### src/rtl/async_fifo_wptr_full_if.sv
// Write-side bundle of the async FIFO: producer request, synced read pointer, RAM and status outputs.
// walmost_full exists only when ASYNC_FIFO_ALMOST_FULL_EN is defined.
interface async_fifo_wptr_full_if #(
    parameter int ADDR_WIDTH = 4
);
    logic                  wr_en;
    logic [ADDR_WIDTH:0]   wq2_rptr;
    logic                  ovf_clr;
    logic [ADDR_WIDTH:0]   wptr;
    logic [ADDR_WIDTH-1:0] waddr;
    logic                  wclken;
    logic                  wfull;
    logic [ADDR_WIDTH:0]   wlevel;
    logic                  overflow;
`ifdef ASYNC_FIFO_ALMOST_FULL_EN
    logic                  walmost_full;
`endif

    modport master (
        output wr_en, wq2_rptr, ovf_clr,
`ifdef ASYNC_FIFO_ALMOST_FULL_EN
        input  walmost_full,
`endif
        input  wptr, waddr, wclken, wfull, wlevel, overflow
    );

    modport slave (
        input  wr_en, wq2_rptr, ovf_clr,
`ifdef ASYNC_FIFO_ALMOST_FULL_EN
        output walmost_full,
`endif
        output wptr, waddr, wclken, wfull, wlevel, overflow
    );
endinterface

### src/rtl/async_fifo_wptr_full.sv
// Async FIFO write-side pointer/full logic; optional almost-full via ASYNC_FIFO_ALMOST_FULL_EN.
// Latency: wptr/wfull/wlevel registered, 1 cycle after an accepted write; wclken combinational.
// Backpressure: writes while wfull are dropped (no RAM write) and set sticky overflow.
module async_fifo_wptr_full #(
    parameter int ADDR_WIDTH = 4,
    parameter int AF_THRESH  = 12
) (
    input  logic                clk,
    input  logic                rst,
    async_fifo_wptr_full_if.slave wif
);
    localparam int AW = ADDR_WIDTH;

    if (ADDR_WIDTH < 2) begin : g_bad_aw
        $error("ADDR_WIDTH must be at least 2");
    end
    if (AF_THRESH < 1 || AF_THRESH > (1 << ADDR_WIDTH)) begin : g_bad_af
        $error("AF_THRESH out of range");
    end

    logic [AW:0] wbin;
    logic [AW:0] wbin_next;
    logic [AW:0] wgray_next;
    logic [AW:0] rbin;
    logic [AW:0] wlevel_next;
    logic [AW:0] full_pattern;
    logic        push;
    logic        wfull_next;
    logic        overflow_next;

    assign push       = wif.wr_en & ~wif.wfull;
    assign wbin_next  = wbin + {{AW{1'b0}}, push};
    assign wgray_next = (wbin_next >> 1) ^ wbin_next;

    // Full when the write pointer has lapped the read pointer exactly once:
    // in Gray that means the top two bits differ and the rest agree.
    assign full_pattern = {~wif.wq2_rptr[AW:AW-1], wif.wq2_rptr[AW-2:0]};
    assign wfull_next   = (wgray_next == full_pattern);

    for (genvar i = 0; i <= AW; i++) begin : g_g2b
        assign rbin[i] = ^wif.wq2_rptr[AW:i];
    end

    assign wlevel_next   = wbin_next - rbin;
    assign overflow_next = (wif.wr_en & wif.wfull) | (wif.overflow & ~wif.ovf_clr);

    always_ff @(posedge clk) begin
        if (rst) begin
            wbin         <= '0;
            wif.wptr     <= '0;
            wif.wfull    <= 1'b0;
            wif.wlevel   <= '0;
            wif.overflow <= 1'b0;
        end else begin
            wbin         <= wbin_next;
            wif.wptr     <= wgray_next;
            wif.wfull    <= wfull_next;
            wif.wlevel   <= wlevel_next;
            wif.overflow <= overflow_next;
        end
    end

`ifdef ASYNC_FIFO_ALMOST_FULL_EN
    localparam logic [AW:0] AF_T = AF_THRESH[AW:0];

    always_ff @(posedge clk) begin
        if (rst) begin
            wif.walmost_full <= 1'b0;
        end else begin
            wif.walmost_full <= (wlevel_next >= AF_T);
        end
    end
`else
`endif

    assign wif.waddr  = wbin[AW-1:0];
    assign wif.wclken = push;
endmodule

### src/flat_wrapper.sv
// flat-port wrapper written by rule: the top's interface ports become plain ports
module async_fifo_wptr_full_flat 
#(
    parameter int ADDR_WIDTH = 4,
    parameter int AF_THRESH  = 12
)
  (clk, rst, wif_wr_en, wif_wq2_rptr, wif_ovf_clr, wif_wptr, wif_waddr, wif_wclken, wif_wfull, wif_wlevel, wif_overflow);
  async_fifo_wptr_full_if #(.ADDR_WIDTH(ADDR_WIDTH)) wif_i ();
  input  logic clk;
  input  logic rst;
  input wire logic [$bits(wif_i.wr_en)-1:0] wif_wr_en;
  input wire logic [$bits(wif_i.wq2_rptr)-1:0] wif_wq2_rptr;
  input wire logic [$bits(wif_i.ovf_clr)-1:0] wif_ovf_clr;
  output wire logic [$bits(wif_i.wptr)-1:0] wif_wptr;
  output wire logic [$bits(wif_i.waddr)-1:0] wif_waddr;
  output wire logic [$bits(wif_i.wclken)-1:0] wif_wclken;
  output wire logic [$bits(wif_i.wfull)-1:0] wif_wfull;
  output wire logic [$bits(wif_i.wlevel)-1:0] wif_wlevel;
  output wire logic [$bits(wif_i.overflow)-1:0] wif_overflow;
  assign wif_i.wr_en = wif_wr_en;
  assign wif_i.wq2_rptr = wif_wq2_rptr;
  assign wif_i.ovf_clr = wif_ovf_clr;
  assign wif_wptr = wif_i.wptr;
  assign wif_waddr = wif_i.waddr;
  assign wif_wclken = wif_i.wclken;
  assign wif_wfull = wif_i.wfull;
  assign wif_wlevel = wif_i.wlevel;
  assign wif_overflow = wif_i.overflow;
  async_fifo_wptr_full #(.ADDR_WIDTH(ADDR_WIDTH), .AF_THRESH(AF_THRESH)) u_core (.clk(clk), .rst(rst), .wif(wif_i));
endmodule
### config.mk
export PLATFORM = sky130hd
export DESIGN_NAME = async_fifo_wptr_full_flat
export DESIGN_NICKNAME = d
export VERILOG_FILES = /design/src/rtl/async_fifo_wptr_full_if.sv /design/src/rtl/async_fifo_wptr_full.sv /design/src/flat_wrapper.sv
export SDC_FILE = /design/constraint.sdc
export NUM_CORES = 1
export LEC_CHECK = 0
export BUFFER_PORTS_ARGS = -buffer_cell sky130_fd_sc_hd__buf_2
export CAP_MARGIN = 10
export CORE_MARGIN = 3
export CORE_UTILIZATION = 44
export CTS_CLUSTER_SIZE = 10
export DETAILED_ROUTE_END_ITERATION = 16
export PLACE_DENSITY = 0.73
export SYNTH_ARGS = -nofsm -noshare
export SYNTH_HDL_FRONTEND = slang
export SYNTH_SLANG_ARGS = --single-unit
### constraint.sdc
create_clock -name clk -period 2.1 [get_ports clk]
set_input_delay 0.21 -clock clk [delete_from_list [all_inputs] [get_ports clk]]
set_output_delay 0.21 -clock clk [all_outputs]
set_load 0.05 [all_outputs]
## Word-level counts from Yosys, hierarchy flattened

Index checks and enable logic that the tools add are counted.

| word-level totals | value |
|---|---|
| flip-flop bits (word level) | 17 |
| output and inout bits | 17 |

| operators by class | value |
|---|---|
| add/subtract/negate cells | 2 |
| eq/ne operators | 1 |
| bitwise gates (word level) | 8 |
| reductions and logical operators | 4 |

Operators by type and width:

| operator | count |
|---|---|
| $add 5x1->5 | 1 |
| $eq 5x5->1 | 1 |
| $reduce_xor 5->1 | 1 |
| $sub 5x5->5 | 1 |
| $xor 4x5->5 | 1 |
| $reduce_xor 4->1 | 1 |
| $and 1x1->1 | 3 |
| $reduce_xor 3->1 | 1 |
| $not 1->1 | 2 |
| $not 2->2 | 1 |
| $reduce_xor 2->1 | 1 |
| $or 1x1->1 | 1 |

## Logic depth before layout (Yosys ltp)

Gate-level depths: netlist of the first run.

| logic depth | value |
|---|---|
| depth after elaboration | 5 |
| mapped depth | 10 |
| depth with buffers taken out | 10 |

## Least setup slack after synthesis of the first run

OpenSTA, ideal clock, no wires.

| timing | value |
|---|---|
| kind | register -> register |
| start | register u_core.wif.wfull |
| end | register u_core.wif.wlevel[3] |
| library setup time | 0.128 ns |
| arrival time | 3.017 ns |
| required time | 1.972 ns |
| setup slack | -1.044 ns |
| stages on the path, launching flop included | 11 |
| clock period less this slack | 3.144 ns |
| cell sequence | dfxtp_1 nor2b_1 ha_1 ha_1 xor2_2 ha_1 a21oi_1 nor2_1 a31oi_1 xor2_1 nor2_1 |

| between the ends | value |
|---|---|
| word-level cells in the longest chain between the ends | 4 |

RTL lines:

| item | RTL line | source |
|---|---|---|
| from (decl) | async_fifo_wptr_full_if.sv:32 | `output wptr, waddr, wclken, wfull, wlevel, overflow` |
| from (signal assigned) | async_fifo_wptr_full.sv:57 | `wif.wfull <= wfull_next;` |
| $not 1->1 | async_fifo_wptr_full.sv:31 | `assign push = wif.wr_en & ~wif.wfull;` |
| $and 1x1->1 | async_fifo_wptr_full.sv:31 |  |
| named net wif_wclken | flat_wrapper.sv:16 | `output wire logic [$bits(wif_i.wclken)-1:0] wif_wclken;` |
| $add 5x1->5 | async_fifo_wptr_full.sv:32 | `assign wbin_next = wbin + {{AW{1'b0}}, push};` |
| named net u_core.wbin_next[2] | async_fifo_wptr_full.sv:22 | `logic [AW:0] wbin_next;` |
| $sub 5x5->5 | async_fifo_wptr_full.sv:44 | `assign wlevel_next = wbin_next - rbin;` |
| to (signal assigned) | async_fifo_wptr_full.sv:58 | `wif.wlevel <= wlevel_next;` |
| to (decl) | async_fifo_wptr_full_if.sv:32 |  |

The timed path passes the listed nets, and every way through them passes these cells.
A chain may end at the register's enable or synchronous reset.

## Final worst setup path of the first run

| timing | value |
|---|---|
| start | register u_core.wif.wfull |
| end | register u_core.wif.wlevel[4] |

| between the ends | value |
|---|---|
| word-level cells in the longest chain between the ends | 4 |

RTL lines:

| item | RTL line |
|---|---|
| $not 1->1 | async_fifo_wptr_full.sv:31 |
| $and 1x1->1 | async_fifo_wptr_full.sv:31 |
| $add 5x1->5 | async_fifo_wptr_full.sv:32 |
| named net u_core.wbin_next[2] | async_fifo_wptr_full.sv:22 |
| $sub 5x5->5 | async_fifo_wptr_full.sv:44 |

The timed path passes the listed nets, and every way through them passes these cells.

==> impl_metrics.toml, run 1 <==
[power_and_ir_drop]
switchingPower_uw = 354
p_sw_share_pct = 38.7
ir_drop_mv = 0.456
combinationalPowerShare_pct = 43.6
internal_power_uw = 561
power.density_nw_per_um2 = 741
p_leak_uw = 0.000571
total_power_uw = 916
pwr-share-clk_pct = 18.6
power_frac_seq_pct = 37.8

[floorplan]
coreArea_um2 = 1750
rows = 15
num_io_pins = 26
die_y_um = 49.4
start_util_pct = 47.5
design.die.area_um2 = 2440
die_w_um = 49.4

[worst_hold_path]
whs_path_depth = 3
min_from = "wif_wr_en"
min_to = "u_core.wif.overflow$_SDFF_PP0_"
hold_path.class = "input pin to flop"

[clock_tree]
clkLatencyLatePin_ns = 0.29
cts_max_level = 1
cts-buffers-inserted = 3
cts_buffer_depth = 2
clockRootBuffer = "clkbuf_4"
clkSinkCount = 16
ctsHoldBuffers = 0
clk_pin_slew_ns = 0.09
cts_tree = "done"

[placed_design]
hpwlAfterDp_um = 1440
placedCellCount = 143
dp_slack_ns = -0.264
place_congestion = 0.868
numPortBuffers = 25

[worst_setup_path]
cp_max_fo = 5
ff2ff_setup_slack_ns = 0.07
r2r_start = "u_core.wif.wfull$_SDFF_PP0_"
critPathArrivalTime_ns = 2.19
endpoint_kind = "flop"
reg2reg_depth = 9
r2r-end = "u_core.wif.wlevel[4]$_SDFF_PP0_"
cp-start-kind = "flop"
critical_path_class = "flop to flop"
critPathRequiredTime_ns = 2.27

[synthesis]
syn-num-nets = 99
ys_warn_count = 0
syn_area_um2 = 828
synth-seq-cells = 16
synth.area.top_cells = "dfxtp_1, xor2_1, ha_1, xnor2_1, nor2_1"
yosysSeqAreaShare_pct = 38.7
netlist_instances = 84
synth_top_area_share_pct = 38.7
avgSynthCellArea_um2 = 9.86
synth_top_area_cell = "dfxtp_1"
ys_types = 26

[sta]
finalCriticalPeriod_ns = 2.03
relSlewSlack_pct = 70.0
hold_viol_final = 0
fin_crit_sh_pct = 96.5
worst_slack_ns = 0.0725
rsz0062_at_grt = "yes"
hold_ws_ns = 0.168
drv_slew = 0
worstMarginPinSlew_ns = 0.449
setup_viol = 0
skew_ns = 0.00273
timing.fmax_mhz = 493

[global_route]
track_usage_pct = 16.4
overflow = 0
grt_max_degree = 18
antenna_found_initial = 0
grt_pass1_vias = 723
grt_pass1_wl_um = 3060

[cells_and_area]
drive_gt1_share_pct = 45.6
area_delta_synth_final_pct = 49.2
insertedDiodeCount = 0
final_cells = 150
mostFrequentLayoutCell = "buf_2"
final_nets = 141
layout_common_cells = "buf_2, dfxtp_1, nor2_1, buf_4, xor2_1"

[routing]
wl_per_cell_um = 11.8
vias = 725
drt.antenna.violating_nets = 0
drc = 0
drt-initial-drc-count = 5
dr.pass1.iters = 5
drt_wl_total_um = 1770
viasPerCell = 4.83

[run]
cap_viol_max_count = 0

[status]
status = "finished clean"
-- timing repair --
action	4_1_cts	5_1_grt
endpoints found under the setup margin	0	2
setup buffers	0	3
gates resized for setup	0	1
-- critical path, stage by stage (launching register included) --
cell and delay (ns):
dfxtp_4 0.36, nor2b_4 0.12, ha_4 0.15, ha_4 0.19
xor2_4 0.25, ha_4 0.20, inv_1 0.04, maj3_1 0.35
o2111ai_1 0.11, o311ai_1 0.12
-- cell usage after synthesis, drive strengths merged --
master and number:
ha 5, inv 6, or4 1, a21oi 2, xnor2 7, fa 1
nand2b 1, o2111ai 1, a21o 1, xor2 11, xor3 1, clkbuf 2
and2 2, nor2b 1, o311ai 1, nand2 1, nand3 4, or3 1
maj3 1, nor2 14, a2111oi 1, dfxtp 16, mux2 1, a31oi 1
mux2i 1
-- layout make-up --
type | count | area [µm²]
timing repair buffer | 39 | 230
sequential | 16 | 324
clock buffer | 4 | 26.3
inverter | 6 | 22.5
fill | 151 | 509
tap | 25 | 31.3
multi-input combinational | 60 | 602
-- state kept, by name (all words and copies together) (netlist names) --
register,count
u_core.wif.overflow,1
u_core.wbin,4
u_core.wif.wfull,1
u_core.wif.wlevel,5
u_core.wif.wptr,5
-- through the flow --
| step | setup TNS, ns | utilization [%] | instance area (µm²) |
|---|---|---|---|
| 2_1_floorplan | -0.450 | - | 948 |
| 3_3_place_gp | -0.212 | 67.6 | 1180 |
| 3_5_place_dp | -0.304 | 67.6 | 1180 |
| 4_1_cts | 0 | 69.1 | 1210 |
| 5_1_grt | -0.0589 | 70.8 | 1240 |
| 6_report | 0 | 70.8 | 1240 |
-- routing by layer --
metal	part of all wire (%)	GRT usage (%)	vias to the layer above	wire length, µm
met5	0	0	-	0
met4	1.4	6.91	0	25
met3	6.7	4.59	2	119
met2	51	27.9	27	898
met1	41	19.1	344	730
li1	-	-	352	-
-- worst max-delay path by stage --
stage	start	endpoint	slack, ns	cells after the start
4_1_cts	wif_wq2_rptr[3]	u_core.wif.wlevel[4]$_SDFF_PP0_	0.03	9
2_1_floorplan	u_core.wif.wfull$_SDFF_PP0_	u_core.wif.wlevel[4]$_SDFF_PP0_	-0.17	8
3_3_place_gp	wif_wq2_rptr[3]	u_core.wif.wlevel[4]$_SDFF_PP0_	-0.21	9
6_report	u_core.wif.wfull$_SDFF_PP0_	u_core.wif.wlevel[4]$_SDFF_PP0_	0.07	9
5_1_grt	u_core.wif.wfull$_SDFF_PP0_	u_core.wif.wfull$_SDFF_PP0_	-0.03	9
3_5_place_dp	wif_wq2_rptr[3]	u_core.wif.wlevel[4]$_SDFF_PP0_	-0.26	9
-- power by group through the flow --
stage / sequential [µW] / clock [µW] / combinational (µW)
2_1_floorplan: 477 / 0 / 168
6_report: 346 / 170 / 400
5_1_grt: 350 / 196 / 434
3_5_place_dp: 354 / 0 / 392
3_3_place_gp: 353 / 0 / 387
4_1_cts: 346 / 176 / 392
-- kinds of logic (layout without fill, tap and decap cells) --
logic type,count (synthesis),count (layout),share of synthesized area [%]
buffers and inverters,8,49,3.63
AND/OR/NAND/NOR,25,25,13.9
AO/OA/AOI/OAI,7,7,6.80
XOR/XNOR,19,19,22.8
multiplexers,2,2,3.02
adder cells (fa/ha/maj),7,7,11.2
flip-flops,16,16,38.7
Note: power is estimated with default switching activity, not from simulation.
==> inputs of run 2 (changes only) <==
- ABC_AREA: default -> 1
- CORE_UTILIZATION: 44 -> 41
- PLACE_DENSITY: 0.73 -> 0.68
==> impl_metrics.toml, run 2 <==
[floorplan]
design.die.area_um2 = 2710
rows = 16
die_y_um = 52.0
die_w_um = 52.0
num_io_pins = 26
start_util_pct = 43.8
coreArea_um2 = 1980

[synthesis]
ys_types = 15
yosysSeqAreaShare_pct = 36.9
synthArstFlopShare_pct = 0
synth-edff-count = 0
yosys-top-cells-count = "nand2_1, nor2_1, dfxtp_1, inv_1, nand3_1"
synth.area.top_cells = "dfxtp_1, nand2_1, nor2_1, nand3_1, ha_1"
synth_top_area_cell = "dfxtp_1"
synthFlopType = "dfxtp_1"
ys_warn_count = 0
syn-num-nets = 137
avgSynthCellArea_um2 = 7.12
syn_area_um2 = 868
synth-seq-cells = 16
synth_top_area_share_pct = 36.9
synth.most_common_cell = "nand2_1"
netlist_instances = 122

[routing]
drt.antenna.violating_nets = 0
viasPerCell = 4.72
dr.pass1.iters = 4
drt_wl_total_um = 1870
drc = 0
vias = 849
wl_per_cell_um = 10.4
drt-initial-drc-count = 16

[sta]
drv_slew = 0
rsz0062_at_grt = "no"
setup_viol = 0
skew_ns = 0.00856
fin_crit_sh_pct = 88.7
hold_viol_final = 0
timing.fmax_mhz = 537
relSlewSlack_pct = 78.6
fin_setup_tns_ns = 0
finalCriticalPeriod_ns = 1.86
worstMarginPinSlew_ns = 0.319

[cells_and_area]
layout_common_cells = "nand2_1, buf_2, nor2_1"
seq_area_um2 = 324
stdcell_area_um2 = 1110
drive_gt1_share_pct = 23.5
multi_input_area_um2 = 508
final_nets = 169
nFillCells = 193
insertedDiodeCount = 0
mostFrequentLayoutCell = "nand2_1"
fin_util_pct = 55.8
area_delta_synth_final_pct = 27.4
reg_top3 = "u_core.wif.wlevel: 5 flops, u_core.wif.wptr: 5 flops, u_core.wbin: 4 flops"

[power_and_ir_drop]
p_sw_share_pct = 37.8
power_frac_seq_pct = 40.1
switchingPower_uw = 325
internal_power_uw = 534
power.density_nw_per_um2 = 777
p_leak_uw = 0.000610
combinationalPowerShare_pct = 37.1
pwr-share-clk_pct = 22.9
ir_drop_mv = 0.545

[global_route]
track_usage_pct = 14.2
antenna_found_initial = 0
grt_pass1_vias = 699
overflow = 0
grt_max_degree = 14
grt_pass1_wl_um = 2820

[clock_tree]
cts_buffer_depth = 2
clkLatencyLatePin_ns = 0.28
cts_max_level = 1
clk_pin_slew_ns = 0.09
ctsHoldBuffers = 0
cts_tree = "done"
ctsResizeCount = 0
clockRootBuffer = "clkbuf_4"
cts-buffers-inserted = 3
clkSinkCount = 16
post_cts_buffers = 0

[worst_setup_path]
critPathRequiredTime_ns = 2.29
cp_max_fo = 3
critPathArrivalTime_ns = 2.05
cp-start-kind = "flop"
critical_path_class = "flop to flop"
endpoint_kind = "flop"

[placed_design]
placed_cell_area_um2 = 1070
numPortBuffers = 25
hpwlAfterDp_um = 1600
place_congestion = 0.883

[run]
cap_viol_max_count = 0

[worst_hold_path]
hold_path.class = "input pin to flop"

[status]
status = "finished clean"
## run 2: power groups by stage
| stage | clock network, µW | logic (µW) | registers (µW) |
|---|---|---|---|
| finish | 196 | 318 | 344 |
| global route | 225 | 346 | 347 |
| CTS | 208 | 322 | 345 |
| detailed placement | 0 | 321 | 352 |
| global placement | 0 | 316 | 348 |
| floorplan | 0 | 133 | 459 |
## run 2: layer usage
metal | GRT usage, % | routed length [µm] | vias up
li1 | - | - | 445
met1 | 16.7 | 798 | 375
met2 | 24.5 | 904 | 27
met3 | 4.30 | 149 | 2
met4 | 3.93 | 12 | 0
met5 | 0 | 0 | -
## run 2: worst max-delay path, stage by stage, from the launching register on
cell	delay, ns
dfxtp_4	0.37
nor2_4	0.04
ha_4	0.16
ha_1	0.28
inv_1	0.09
fa_1	0.42
inv_1	0.10
nand3_1	0.08
nand2_1	0.08
nand3_1	0.06
nand2_1	0.06
nor2_1	0.04
## run 2: worst paths after layout
| path | cells after the start | slack, ns | start | end |
|---|---|---|---|---|
| min reg2reg | 2 | 0.47 | u_core.wif.overflow$_SDFF_PP0_ | u_core.wif.overflow$_SDFF_PP0_ |
| max | 11 | 0.24 | u_core.wif.wfull$_SDFF_PP0_ | u_core.wif.wlevel[4]$_SDFF_PP0_ |
| min | 4 | 0.18 | wif_ovf_clr | u_core.wif.overflow$_SDFF_PP0_ |
| max reg2reg | 11 | 0.24 | u_core.wif.wfull$_SDFF_PP0_ | u_core.wif.wlevel[4]$_SDFF_PP0_ |
## run 2: layout make-up
cell class / instances / share of cell area, %
Inverter: 15 / 5.09
Multi-Input combinational cell: 90 / 45.9
Tap cell: 27 / 3.05
Clock buffer: 4 / 3.28
Sequential cell: 16 / 29.3
Timing Repair Buffer: 28 / 13.3
## run 2: cells by family (layout without fill, tap and decap cells)
| kind of cell | after synthesis | in the layout | synth area share [%] |
|---|---|---|---|
| AOI/OAI and AO/OA | 7 | 7 | 4.32 |
| adders and majority gates | 6 | 6 | 9.51 |
| buffers and inverters | 16 | 47 | 6.92 |
| and+or+nand+nor | 67 | 67 | 31.4 |
| xor gates and xnor gates | 10 | 10 | 11.0 |
| DFF | 16 | 16 | 36.9 |
## run 2: per-stage QoR
step	hold slack (ns)	setup WS (ns)	std cells	power [µW]
3_5_place_dp	0.469	0.0679	176	673
4_1_cts	0.172	0.227	180	875
6_report	0.178	0.238	180	859
3_3_place_gp	0.445	0.136	176	664
5_1_grt	0.179	0.0723	180	918
2_1_floorplan	0.279	0.0204	122	592
==> inputs of run 3 (changes only) <==
- HOLD_SLACK_MARGIN: default -> 0.02
- REMOVE_ABC_BUFFERS: default -> 1
==> impl_metrics.toml, run 3 (synthesis results as in run 2) <==
[worst_setup_path]
critPathArrivalTime_ns = 2.15
ff2ff_setup_slack_ns = 0.15
cp_max_fo = 3
r2r_start = "u_core.wif.wfull$_SDFF_PP0_"
reg2reg_depth = 11
r2r-end = "u_core.wif.wlevel[4]$_SDFF_PP0_"
cp-start-kind = "flop"
crit_path_start = "u_core.wif.wfull$_SDFF_PP0_"
critPathRequiredTime_ns = 2.30
endpoint_kind = "flop"
critical_path_class = "flop to flop"

[placed_design]
place_congestion = 0.894
hpwlAfterDp_um = 1510
numPortBuffers = 25
dp_slack_ns = 0.100
placed_cell_area_um2 = 1050

[cells_and_area]
stdcell_area_um2 = 1110
nFillCells = 195
mostFrequentLayoutCell = "nand2_1"
fin_util_pct = 56.0
area_delta_synth_final_pct = 27.8
reg_top3 = "u_core.wif.wlevel: 5 flops, u_core.wif.wptr: 5 flops, u_core.wbin: 4 flops"
insertedDiodeCount = 0
final_nets = 169
drive_gt1_share_pct = 24.8
layout_common_cells = "nand2_1, buf_2, nor2_1"

[clock_tree]
cts-buffers-inserted = 3
clkLatencyLatePin_ns = 0.30
clkSinkCount = 16
post_cts_buffers = 0
clk_pin_slew_ns = 0.09
cts_tree = "done"
ctsHoldBuffers = 0
cts_buffer_depth = 2
clockRootBuffer = "clkbuf_4"
cts_max_level = 1

[sta]
skew_ns = 0.00210
setup_viol = 0
finalCriticalPeriod_ns = 1.95
worst_slack_ns = 0.147
worstMarginPinSlew_ns = 0.336
hold_viol_final = 0
drv_slew = 0
fin_crit_sh_pct = 93.0
relSlewSlack_pct = 77.5
timing.fmax_mhz = 512

[floorplan]
start_util_pct = 43.8
num_io_pins = 26
rows = 16
die_w_um = 52.0
coreArea_um2 = 1980
design.die.area_um2 = 2710
die_y_um = 52.0

[worst_hold_path]
min_to = "u_core.wif.overflow$_SDFF_PP0_"
hold_path.class = "input pin to flop"
min_from = "wif_ovf_clr"
whs_path_depth = 4

[run]
cap_viol_max_count = 0

[routing]
dr.pass1.iters = 4
drt_wl_total_um = 1840
drc = 0
wl_per_cell_um = 10.2
viasPerCell = 4.63
drt-initial-drc-count = 15
vias = 834
drt.antenna.violating_nets = 0

[global_route]
grt_pass1_vias = 687
grt_pass1_wl_um = 2930
antenna_found_initial = 0
track_usage_pct = 15.0
grt_max_degree = 14
overflow = 0

[power_and_ir_drop]
power.density_nw_per_um2 = 787
ir_drop_mv = 0.418
p_leak_uw = 0.000620

[status]
status = "finished clean"
run 3: cell type report:
type	count	area, µm²	area share [%]
inverter	15	56.3	5.07
timing repair buffer	28	148	13.3
sequential	16	320	28.9
tap	27	33.8	3.04
clock buffer	4	36.3	3.27
multi-input combinational	90	515	46.4
run 3: worst max-delay path, cell delays in order (launching register included):
cell,delay (ns)
dfxtp_1,0.35
nor2_1,0.07
ha_2,0.20
ha_2,0.33
inv_1,0.08
fa_1,0.41
inv_1,0.09
nand3_1,0.08
nand2_1,0.08
nand3_1,0.07
nand2_1,0.06
nor2_1,0.03
run 3: worst max-delay path by stage:
| stage | depth (start not counted) | to | slack, ns |
|---|---|---|---|
| after floorplan | 9 | u_core.wif.wlevel[3]$_SDFF_PP0_ | -0.66 |
| after global placement | 14 | u_core.wif.wlevel[4]$_SDFF_PP0_ | 0.14 |
| after detailed placement | 14 | u_core.wif.wlevel[4]$_SDFF_PP0_ | 0.10 |
| after CTS | 11 | u_core.wif.wfull$_SDFF_PP0_ | 0.12 |
| after global routing | 9 | u_core.wif.wlevel[3]$_SDFF_PP0_ | -0.01 |
| final | 11 | u_core.wif.wlevel[4]$_SDFF_PP0_ | 0.15 |
run 3: power breakdown:
group / internal (µW) / leakage [µW] / switching [µW] / total (µW)
Sequential: 333 / 0.000131 / 8.81 / 342
Combinational: 99.2 / 0.000467 / 224 / 323
Clock: 106 / 0.0000210 / 102 / 208
Total: 538 / 0.000620 / 335 / 873
run 3: what timing repair did:
item                                    in CTS  in global routing
hold endpoints to repair                     0                  0
resized for setup                            0                  5
endpoints found under the setup margin       0                  3
run 3: layer usage:
metal / global-route usage [%] / share of wire (%) / up-vias
met5: 0 / 0 / -
met4: 10.5 / 3.1 / 0
met3: 2.58 / 6.3 / 4
met2: 23.4 / 45 / 28
met1: 18.3 / 45 / 359
li1: - / - / 443
run 3: through the flow:
step,instances,setup TNS [ns],total power [µW],hold WS [ns]
4_1_cts,180,0,867,0.154
2_1_floorplan,121,-4.17,585,0.277
3_5_place_dp,176,0,663,0.458
6_report,180,0,873,0.144
3_3_place_gp,176,0,659,0.444
5_1_grt,180,-0.0248,921,0.171
